==> src/rtl/ahb_arbiter.sv <==
// ahb_arbiter: five-master AHB bus arbiter with rotating priority.
//   Master 0 is the default master; masters 1-4 request via hbusreq[4:1].
//   Fixed-length bursts (INCR4/8/16, WRAP4/8/16) are not interrupted: a beat
//   counter blocks re-arbitration until the last beat is in the address phase.
//
// Ports:
//   clk, rst_n           clock, asynchronous active-low reset
//   hbusreq[4:0]         bus request per master (bit 0 ignored)
//   hlock[4:0]           locked-transfer request per master
//   hready               transfer-complete indication
//   htrans[1:0]          transfer type of the current address phase
//   hburst[2:0]          burst type of the current address phase
//   hgrant[4:0]          registered one-hot grant
//   hmaster[2:0]         index of the master owning the address phase
//   hmastlock            current address-phase transfer is locked
//
// Configuration:
//   ARB_LOCK_EN          when defined, a granted master holding hlock and
//                        hbusreq keeps the bus and hmastlock follows its hlock;
//                        when undefined, hlock is ignored and hmastlock is 0.

module ahb_arbiter (
  input  logic       clk,
  input  logic       rst_n,
  input  logic [4:0] hbusreq,
  input  logic [4:0] hlock,
  input  logic       hready,
  input  logic [1:0] htrans,
  input  logic [2:0] hburst,
  output logic [4:0] hgrant,
  output logic [2:0] hmaster,
  output logic       hmastlock
);

  localparam int unsigned NUM_M  = 5;
  localparam int unsigned NUM_RQ = 4;
  localparam int unsigned IDX_W  = 3;
  localparam int unsigned CNT_W  = 4;

  localparam logic [1:0] TR_IDLE   = 2'b00;
  localparam logic [1:0] TR_BUSY   = 2'b01;
  localparam logic [1:0] TR_NONSEQ = 2'b10;
  localparam logic [1:0] TR_SEQ    = 2'b11;

  logic [NUM_M-1:0] hgrant_q, hgrant_d;
  logic [IDX_W-1:0] hmaster_q, hmaster_d;
  logic             hmastlock_q, hmastlock_d;
  logic [CNT_W-1:0] beat_cnt_q, beat_cnt_d;
  logic [IDX_W-1:0] last_q, last_d;

  logic [IDX_W-1:0] grant_idx_c;
  logic             lock_hold_c;
  logic             fixed_burst_c;
  logic [CNT_W-1:0] burst_len_c;
  logic             arb_point_c;
  logic [IDX_W-1:0] win_idx_c;
  logic             win_found_c;
  int unsigned      cand_c;
  logic             unused_c;

  // Index of the currently granted master (grant is always one-hot).
  always_comb begin
    grant_idx_c = '0;
    case (hgrant_q)
      5'b00010: grant_idx_c = IDX_W'(1);
      5'b00100: grant_idx_c = IDX_W'(2);
      5'b01000: grant_idx_c = IDX_W'(3);
      5'b10000: grant_idx_c = IDX_W'(4);
      default:  grant_idx_c = '0;
    endcase
  end

`ifdef ARB_LOCK_EN
  // Master 0 never requests, so it can never hold a lock.
  assign lock_hold_c = (grant_idx_c != '0) & hlock[grant_idx_c] & hbusreq[grant_idx_c];
  assign unused_c    = hburst[0];
`else
  assign lock_hold_c = 1'b0;
  assign unused_c    = ^{hlock, hbusreq[0], hburst[0]};
`endif

  // Burst length decode: only hburst[2:1] matters, WRAP and INCR share lengths.
  always_comb begin
    fixed_burst_c = (hburst[2:1] != 2'b00);
    burst_len_c   = '0;
    case (hburst[2:1])
      2'b01:   burst_len_c = CNT_W'(3);
      2'b10:   burst_len_c = CNT_W'(7);
      2'b11:   burst_len_c = CNT_W'(15);
      default: burst_len_c = '0;
    endcase
  end

  assign arb_point_c = hready & ~lock_hold_c
                     & ~((htrans == TR_NONSEQ) & fixed_burst_c)
                     & ~(beat_cnt_q > CNT_W'(1));

  // Rotating search: starting after last_q, wrapping through masters 1..4.
  always_comb begin
    win_idx_c   = '0;
    win_found_c = 1'b0;
    cand_c      = 0;
    for (int unsigned k = 0; k < NUM_RQ; k++) begin
      cand_c = ((32'(last_q) + k) % NUM_RQ) + 1;
      if (!win_found_c && hbusreq[IDX_W'(cand_c)]) begin
        win_idx_c   = IDX_W'(cand_c);
        win_found_c = 1'b1;
      end
    end
  end

  // Next-state for grant, pointer, beat counter and address-phase owner.
  always_comb begin
    hgrant_d    = hgrant_q;
    last_d      = last_q;
    beat_cnt_d  = beat_cnt_q;
    hmaster_d   = hmaster_q;
    hmastlock_d = hmastlock_q;

    if (arb_point_c) begin
      hgrant_d = '0;
      if (win_found_c) begin
        hgrant_d[win_idx_c] = 1'b1;
        last_d              = win_idx_c;
      end else begin
        hgrant_d[0] = 1'b1;
        last_d      = '0;
      end
    end

    if (hready) begin
      case (htrans)
        TR_NONSEQ: beat_cnt_d = fixed_burst_c ? burst_len_c : '0;
        TR_SEQ:    if (beat_cnt_q != '0) beat_cnt_d = beat_cnt_q - CNT_W'(1);
        TR_BUSY:   beat_cnt_d = beat_cnt_q;
        TR_IDLE:   beat_cnt_d = '0;
        default:   beat_cnt_d = beat_cnt_q;
      endcase
      hmaster_d = grant_idx_c;
`ifdef ARB_LOCK_EN
      hmastlock_d = hlock[grant_idx_c];
`else
      hmastlock_d = 1'b0;
`endif
    end
  end

  always_ff @(posedge clk or negedge rst_n) begin
    if (!rst_n) begin
      hgrant_q    <= NUM_M'(1);
      hmaster_q   <= '0;
      hmastlock_q <= 1'b0;
      beat_cnt_q  <= '0;
      last_q      <= '0;
    end else begin
      hgrant_q    <= hgrant_d;
      hmaster_q   <= hmaster_d;
      hmastlock_q <= hmastlock_d;
      beat_cnt_q  <= beat_cnt_d;
      last_q      <= last_d;
    end
  end

  assign hgrant    = hgrant_q;
  assign hmaster   = hmaster_q;
  assign hmastlock = hmastlock_q;

endmodule

==> config.mk <==
export PLATFORM = sky130hd
export DESIGN_NAME = ahb_arbiter
export DESIGN_NICKNAME = d
export VERILOG_FILES = /design/src/rtl/ahb_arbiter.sv
export SDC_FILE = /design/constraint.sdc
export NUM_CORES = 1
export LEC_CHECK = 0
export ABC_AREA = 1
export CAP_MARGIN = 25
export CORE_MARGIN = 1
export CORE_UTILIZATION = 47
export CTS_BUF_LIST = sky130_fd_sc_hd__clkbuf_8
export DETAILED_ROUTE_END_ITERATION = 12
export GPL_ROUTABILITY_DRIVEN = 0
export PLACE_DENSITY = 0.78
export SLEW_MARGIN = 25
export SYNTH_ARGS = -nofsm -noshare
export SYNTH_HDL_FRONTEND = slang
export SYNTH_SLANG_ARGS = --single-unit
==> constraint.sdc <==
create_clock -name clk -period 2 [get_ports clk]
set_input_delay 0.3 -clock clk [delete_from_list [all_inputs] [get_ports clk]]
set_output_delay 0.3 -clock clk [all_outputs]
set_load 0.01 [all_outputs]
==> results of run 1 <==
-- worst max path at each step --
stage / startpoint / end / slack (ns) / depth (start not counted)
CTS: last_q[1] / hgrant[0] / 0.01 / 12
global route: last_q[0] / hgrant[0] / 0.001 / 13
floorplan: last_q[0] / hgrant[1] / 0.11 / 15
finish: last_q[0] / hgrant[0] / 0.15 / 15
detailed placement: last_q[0] / last_q[1] / 0.06 / 12
global placement: last_q[1] / hgrant[1] / 0.08 / 15
-- sequential cells by signal, summed over array words and instances, names as in the netlist --
register	cells
beat_cnt_q	4
last_q	2
hgrant	5
hmaster	3
-- synth_stat cells (4+ instances only) --
library cell / count
inv_1: 16
nor2_1: 13
nand2_2: 11
o21ai_0: 11
nand4_1: 4
dfrtp_1: 13
ha_1: 10
o21ai_1: 4
nand2_1: 46
nand3_1: 17
-- worst reg2reg max path, stage by stage, from the launching register on --
cell	delay (ns)
dfrtp_1	0.38
inv_2	0.06
ha_4	0.29
inv_2	0.08
nand2_2	0.07
nand2_2	0.07
nand2_2	0.07
nand2_1	0.06
nand2_2	0.07
nand2_4	0.08
nor2_8	0.12
nand3_1	0.11
nand3_1	0.10
nand3_2	0.09
nand2_1	0.11
a21oi_2	0.04
-- cell families (layout without fill, tap and decap cells) --
family	Yosys count	after routing
compound gates	26	26
xor+xnor	1	1
fa+ha+maj	10	10
buf+inv	21	49
flops	14	14
other cells	1	1
simple gates	101	101
-- cell type report --
class | count | area, sq um | area share
multi-input cells | 139 | 807 | 0.516
well taps | 30 | 37.5 | 0.0240
repair buffers | 26 | 243 | 0.155
inverters | 19 | 71.3 | 0.0456
clock buffers | 4 | 55.1 | 0.0352
flip-flops and latches | 14 | 352 | 0.225
-- layout by cell type, fill, tap and decap left out, drive strengths merged, types with 2 or more instances in the layout --
cell and count:
buf 7, a32o 2, clkdlybuf4s50 19, dfrtp 13
a31oi 3, nand3 18, clkbuf 4, o21ai 15
nand4 4, ha 10, nor2 14, nor3 2
nand2 59, nand3b 3, inv 19, a21oi 4
-- per-stage QoR --
step | utilization | hold WS [ns] | setup WS (ns) | power (uW) | instances
floorplan | - | 0.00441 | 0.113 | 1870 | 174
global placement | 0.605 | 0.469 | 0.0792 | 2320 | 228
detailed placement | 0.605 | 0.491 | 0.0645 | 2390 | 228
CTS | 0.627 | 0.474 | 0.0117 | 2690 | 232
global route | 0.638 | 0.501 | 0.00115 | 3030 | 232
finish | 0.638 | 0.452 | 0.146 | 2780 | 232
-- layer usage --
metal | share of wire | GRT usage | wire [um] | vias up
met5 | 0 | 0 | 0 | -
met4 | 0.037 | 0.140 | 108 | 0
met1 | 0.41 | 0.226 | 1200 | 565
li1 | - | - | - | 631
met2 | 0.52 | 0.441 | 1530 | 39
met3 | 0.031 | 0.0287 | 91 | 9
-- power by group --
part / switching, uW / internal, uW
sequential: 102 / 392
clock: 107 / 175
combinational: 1210 / 795
-- timing repair --
| action | 4_1_cts | 5_1_grt |
|---|---|---|
| resized for setup | 0 | 7 |
| buffers inserted | 0 | 0 |
| hold buffers | 0 | 0 |
| setup endpoints to repair | 0 | 7 |
==> flow_metrics.tcl, run 1 <==
set metrics [dict create \
    slew_headroom 0.564 \
    cts_tree "yes" \
    fp.coreArea_sq_um 2450 \
    vdd_drop_max_mv 1.02 \
    min_period_ns 1.85 \
    cap_viol_max_count 0 \
    yosysTopAreaCell "dfrtp_1" \
    first_iter_violations 23 \
    netlist_instances 174 \
    dr.pass1.iters 8 \
    synthMuxAreaShare 0 \
    netlist_area_sq_um 1220 \
    crit_path_frequent_cell "nand2_2" \
    status "finished, violations left" \
    areaGrowthSynthToFinish_pct 28.3 \
    cpLargestDelayFamily "simple AND/OR/NAND/NOR gates" \
    die_area_sq_um 2800 \
    ys_top_cells_by_area "dfrtp_1, nand2_1, ha_1" \
    grt_pass1_wl_mm 4.59 \
    synth-edff-count 0 \
    root_buffer "clkbuf_8" \
    skew_ns 0.000656 \
    synth_xor_area_frac 0.00718 \
    yosysWarnings 0 \
    dpl_cell_area_sq_um 1490 \
    end_kind "register" \
    power_leakage_uw 0.000777 \
    synth.net_count 202 \
    yosysTopAreaCellShare 0.267 \
    synth-seq-cells 14 \
    initial_utilization 0.497 \
    port_buffers 19 \
    critPathKind "register to register" \
    clk_pin_slew_ns 0.06 \
    worstReg2RegEnd "hgrant[0]" \
    synth-simple-area-share 0.403 \
    vias_per_cell 5.36 \
    tightest_slew_ns 0.652 \
    clockBufferDepth 2 \
    start_kind "register" \
    tns_ns 0 \
    worstPathMaxFanout 7 \
    drc_errors 2 \
    synth_fa_ha_area_frac 0.103 \
    final_cell_area_sq_um 1570 \
    antenna_found_initial 0 \
    fill_cells 199 \
    post-route-period-util 0.927 \
    synth_seq_area_share 0.288 \
    postSynthAreaPerCell_sq_um 7.01 \
    ant_nets 0 \
    hold_violations 0 \
    die_x_um 52.9 \
    rows 18 \
    layout.nets 231 \
    ys.flop_type "dfrtp_1" \
    power.density_nw_per_um2 1780 \
    critPathArrivalTime_ns 2.03 \
    reg2reg_from "last_q[0]" \
    cts_made_buffers 3 \
    synth-compound-area-share 0.125 \
    fmax_mhz 539 \
    vias 1244 \
    grt_max_degree 15 \
    rsz0062_at_grt "false" \
    diodes 0 \
    worst-path-buf-inv 2 \
    grt.total_usage 0.228 \
    slowest_delay_ns 0.38 \
    insertion_delay_ns 0.25 \
    wl_per_cell_um 12.6 \
    synthDistinctLibCells 27 \
    crit_slowest_cell "dfrtp_1" \
    synthArstFlopShare 1.00 \
    violations "DRC" \
    die_h_um 52.9 \
    wirelength_mm 2.93 \
    numClockSinks 14 \
    dp_hpwl_mm 2.13 \
    reg2reg_depth 15 \
    cts_max_level 1 \
    drive_above_1_share 0.183 \
    rrSetupSlack_ns 0.15 \
    ios 27 \
    finalMaxSlewViolations 0 \
    hp-class "input pin to async pin" \
    cp_cell_sequence "inv_2, ha_4, inv_2, nand2_2, nand2_2, nand2_2, nand2_1, nand2_2, nand2_4, nor2_8, nand3_1, nand3_1, nand3_2, nand2_1, a21oi_2" \
    grt-ovfl-total 0 \
    synth_top_family_by_area "simple AND/OR/NAND/NOR gates" \
    setup_viol 0 \
    first_global_vias 1137 \
    required_ns 2.18 \
]
Note: power is estimated with default switching activity, not from simulation.
==> run 2, diff against run 1 <==
PLACE_DENSITY = default   (was 0.78)
PLACE_DENSITY_LB_ADDON = 0.05   (was default)
==> run 2 against run 1 <==
Net effect:
- first-iteration DRC count stayed put
- power is 1.7% higher
- register-to-register slack worse by 0.03 ns
- sequential cell count stayed put
- clock power hardly changed
- the run now ends clean
==> flow_metrics.tcl, run 2 (synthesized netlist as in run 1, its figures left out) <==
set metrics [dict create \
    status "finished clean" \
    initial_utilization 0.497 \
    tightest_slew_ns 0.611 \
    antenna_found_initial 0 \
    clk_pin_slew_ns 0.06 \
    ios 27 \
    reg2reg_from "last_q[1]" \
    cts_max_level 1 \
    setup_viol 0 \
    layout_common_cells "nand2_1, clkdlybuf4s50_1, nand3_1, inv_1, dfrtp_1" \
    endpoint "hgrant[3]" \
    worstPathMaxFanout 6 \
    die_h_um 52.9 \
    clockBufferDepth 2 \
    cts_made_buffers 3 \
    layout.nets 233 \
    worstSetupStartpoint "last_q[1]" \
    skew_ns 0.00315 \
    cts_tree "yes" \
    fp.coreArea_sq_um 2450 \
    final_util 0.643 \
    fmax_mhz 531 \
    insertion_delay_ns 0.25 \
    wirelength_mm 2.70 \
    power_leakage_uw 0.000785 \
    worstReg2RegEnd "hgrant[3]" \
    vias_per_cell 5.22 \
    final_common_cell "nand2_1" \
    final_cell_area_sq_um 1580 \
    post-route-period-util 0.942 \
    postCtsSetupBuffers 0 \
    numClockSinks 14 \
    grt.total_usage 0.218 \
    reg2reg_depth 13 \
    tns_ns 0 \
    finalMaxSlewViolations 0 \
    cap_viol_max_count 0 \
    die_area_sq_um 2800 \
    hp-class "input pin to async pin" \
    p_total_uw 2830 \
    setup_ws_ns 0.117 \
    critPathKind "register to register" \
    dpl_cell_area_sq_um 1500 \
    wl_per_cell_um 11.5 \
    power.density_nw_per_um2 1790 \
    diodes 0 \
    grt_max_degree 15 \
    die_x_um 52.9 \
    end_kind "register" \
    areaGrowthSynthToFinish_pct 29.3 \
    required_ns 2.17 \
    drive_above_1_share 0.191 \
    first_iter_violations 23 \
    dpl_worst_slack_ns 0.0134 \
    rows 18 \
    slew_headroom 0.591 \
    start_kind "register" \
    first_global_vias 1062 \
    min_period_ns 1.88 \
    dp_hpwl_mm 2.15 \
    dr.pass1.iters 4 \
    root_buffer "clkbuf_8" \
    grt-ovfl-total 0 \
    ant_nets 0 \
    hold_violations 0 \
    vias 1221 \
    grt_pass1_wl_mm 4.42 \
    port_buffers 19 \
    largest_register_ffs 5 \
    critPathArrivalTime_ns 2.06 \
    rrSetupSlack_ns 0.12 \
    drc_errors 0 \
    vdd_drop_max_mv 1.21 \
]
-- run 2: cell count changes in the layout (fill, tap and decap cells not counted), sizes merged --
cell and delta:
buf +2
-- run 2: metal layers --
metal | up-vias | wire length (um) | part of all wire | GRT usage
li1 | 638 | - | - | -
met1 | 559 | 1330 | 0.49 | 0.276
met2 | 21 | 1260 | 0.47 | 0.369
met5 | - | 0 | 0 | 0
met3 | 3 | 90 | 0.033 | 0.0603
met4 | 0 | 9 | 0.0033 | 0.0395
-- run 2: critical path, stage by stage (launching register included) --
cell	delay, ns
dfrtp_1	0.38
inv_2	0.09
ha_4	0.22
inv_2	0.12
nand2_2	0.06
nand2_2	0.09
nand2_1	0.05
nand2_1	0.11
nand2_1	0.06
o21ai_1	0.15
nand4_1	0.13
nand3b_1	0.12
nand2_1	0.07
o21ai_1	0.12
-- run 2: worst min path at each step --
stage                          to  slack (ns)  depth (start not counted)
floorplan           beat_cnt_q[0]       0.004                          0
global placement       hmaster[2]        0.48                          2
detailed placement     hmaster[2]        0.49                          2
CTS                     hgrant[2]        0.45                          1
global route            hgrant[2]        0.51                          1
finish                  hgrant[2]        0.44                          1
-- run 2: layout make-up --
type | count | area, sq um
well taps | 30 | 37.5
repair buffers | 28 | 258
inverters | 19 | 71.3
multi-input cells | 139 | 805
flip-flops and latches | 14 | 352
clock buffers | 4 | 55.1
fillers | 232 | 877
-- run 2: where the power goes --
part | internal [uW] | total (uW) | switching [uW]
clock network | 174 | 280 | 106
registers | 392 | 494 | 101
logic | 838 | 2050 | 1210
-- run 2: repair_timing --
item	CTS	global route
pin swaps	0	1
endpoints found under the setup margin	1	7
hold buffers	0	0
gates resized for setup	1	5
-- run 2: per-stage QoR --
stage	std cells	hold WS, ns
5_1_grt	234	0.505
6_report	234	0.435
2_1_floorplan	174	0.00441
4_1_cts	234	0.455
3_5_place_dp	230	0.486
3_3_place_gp	230	0.476
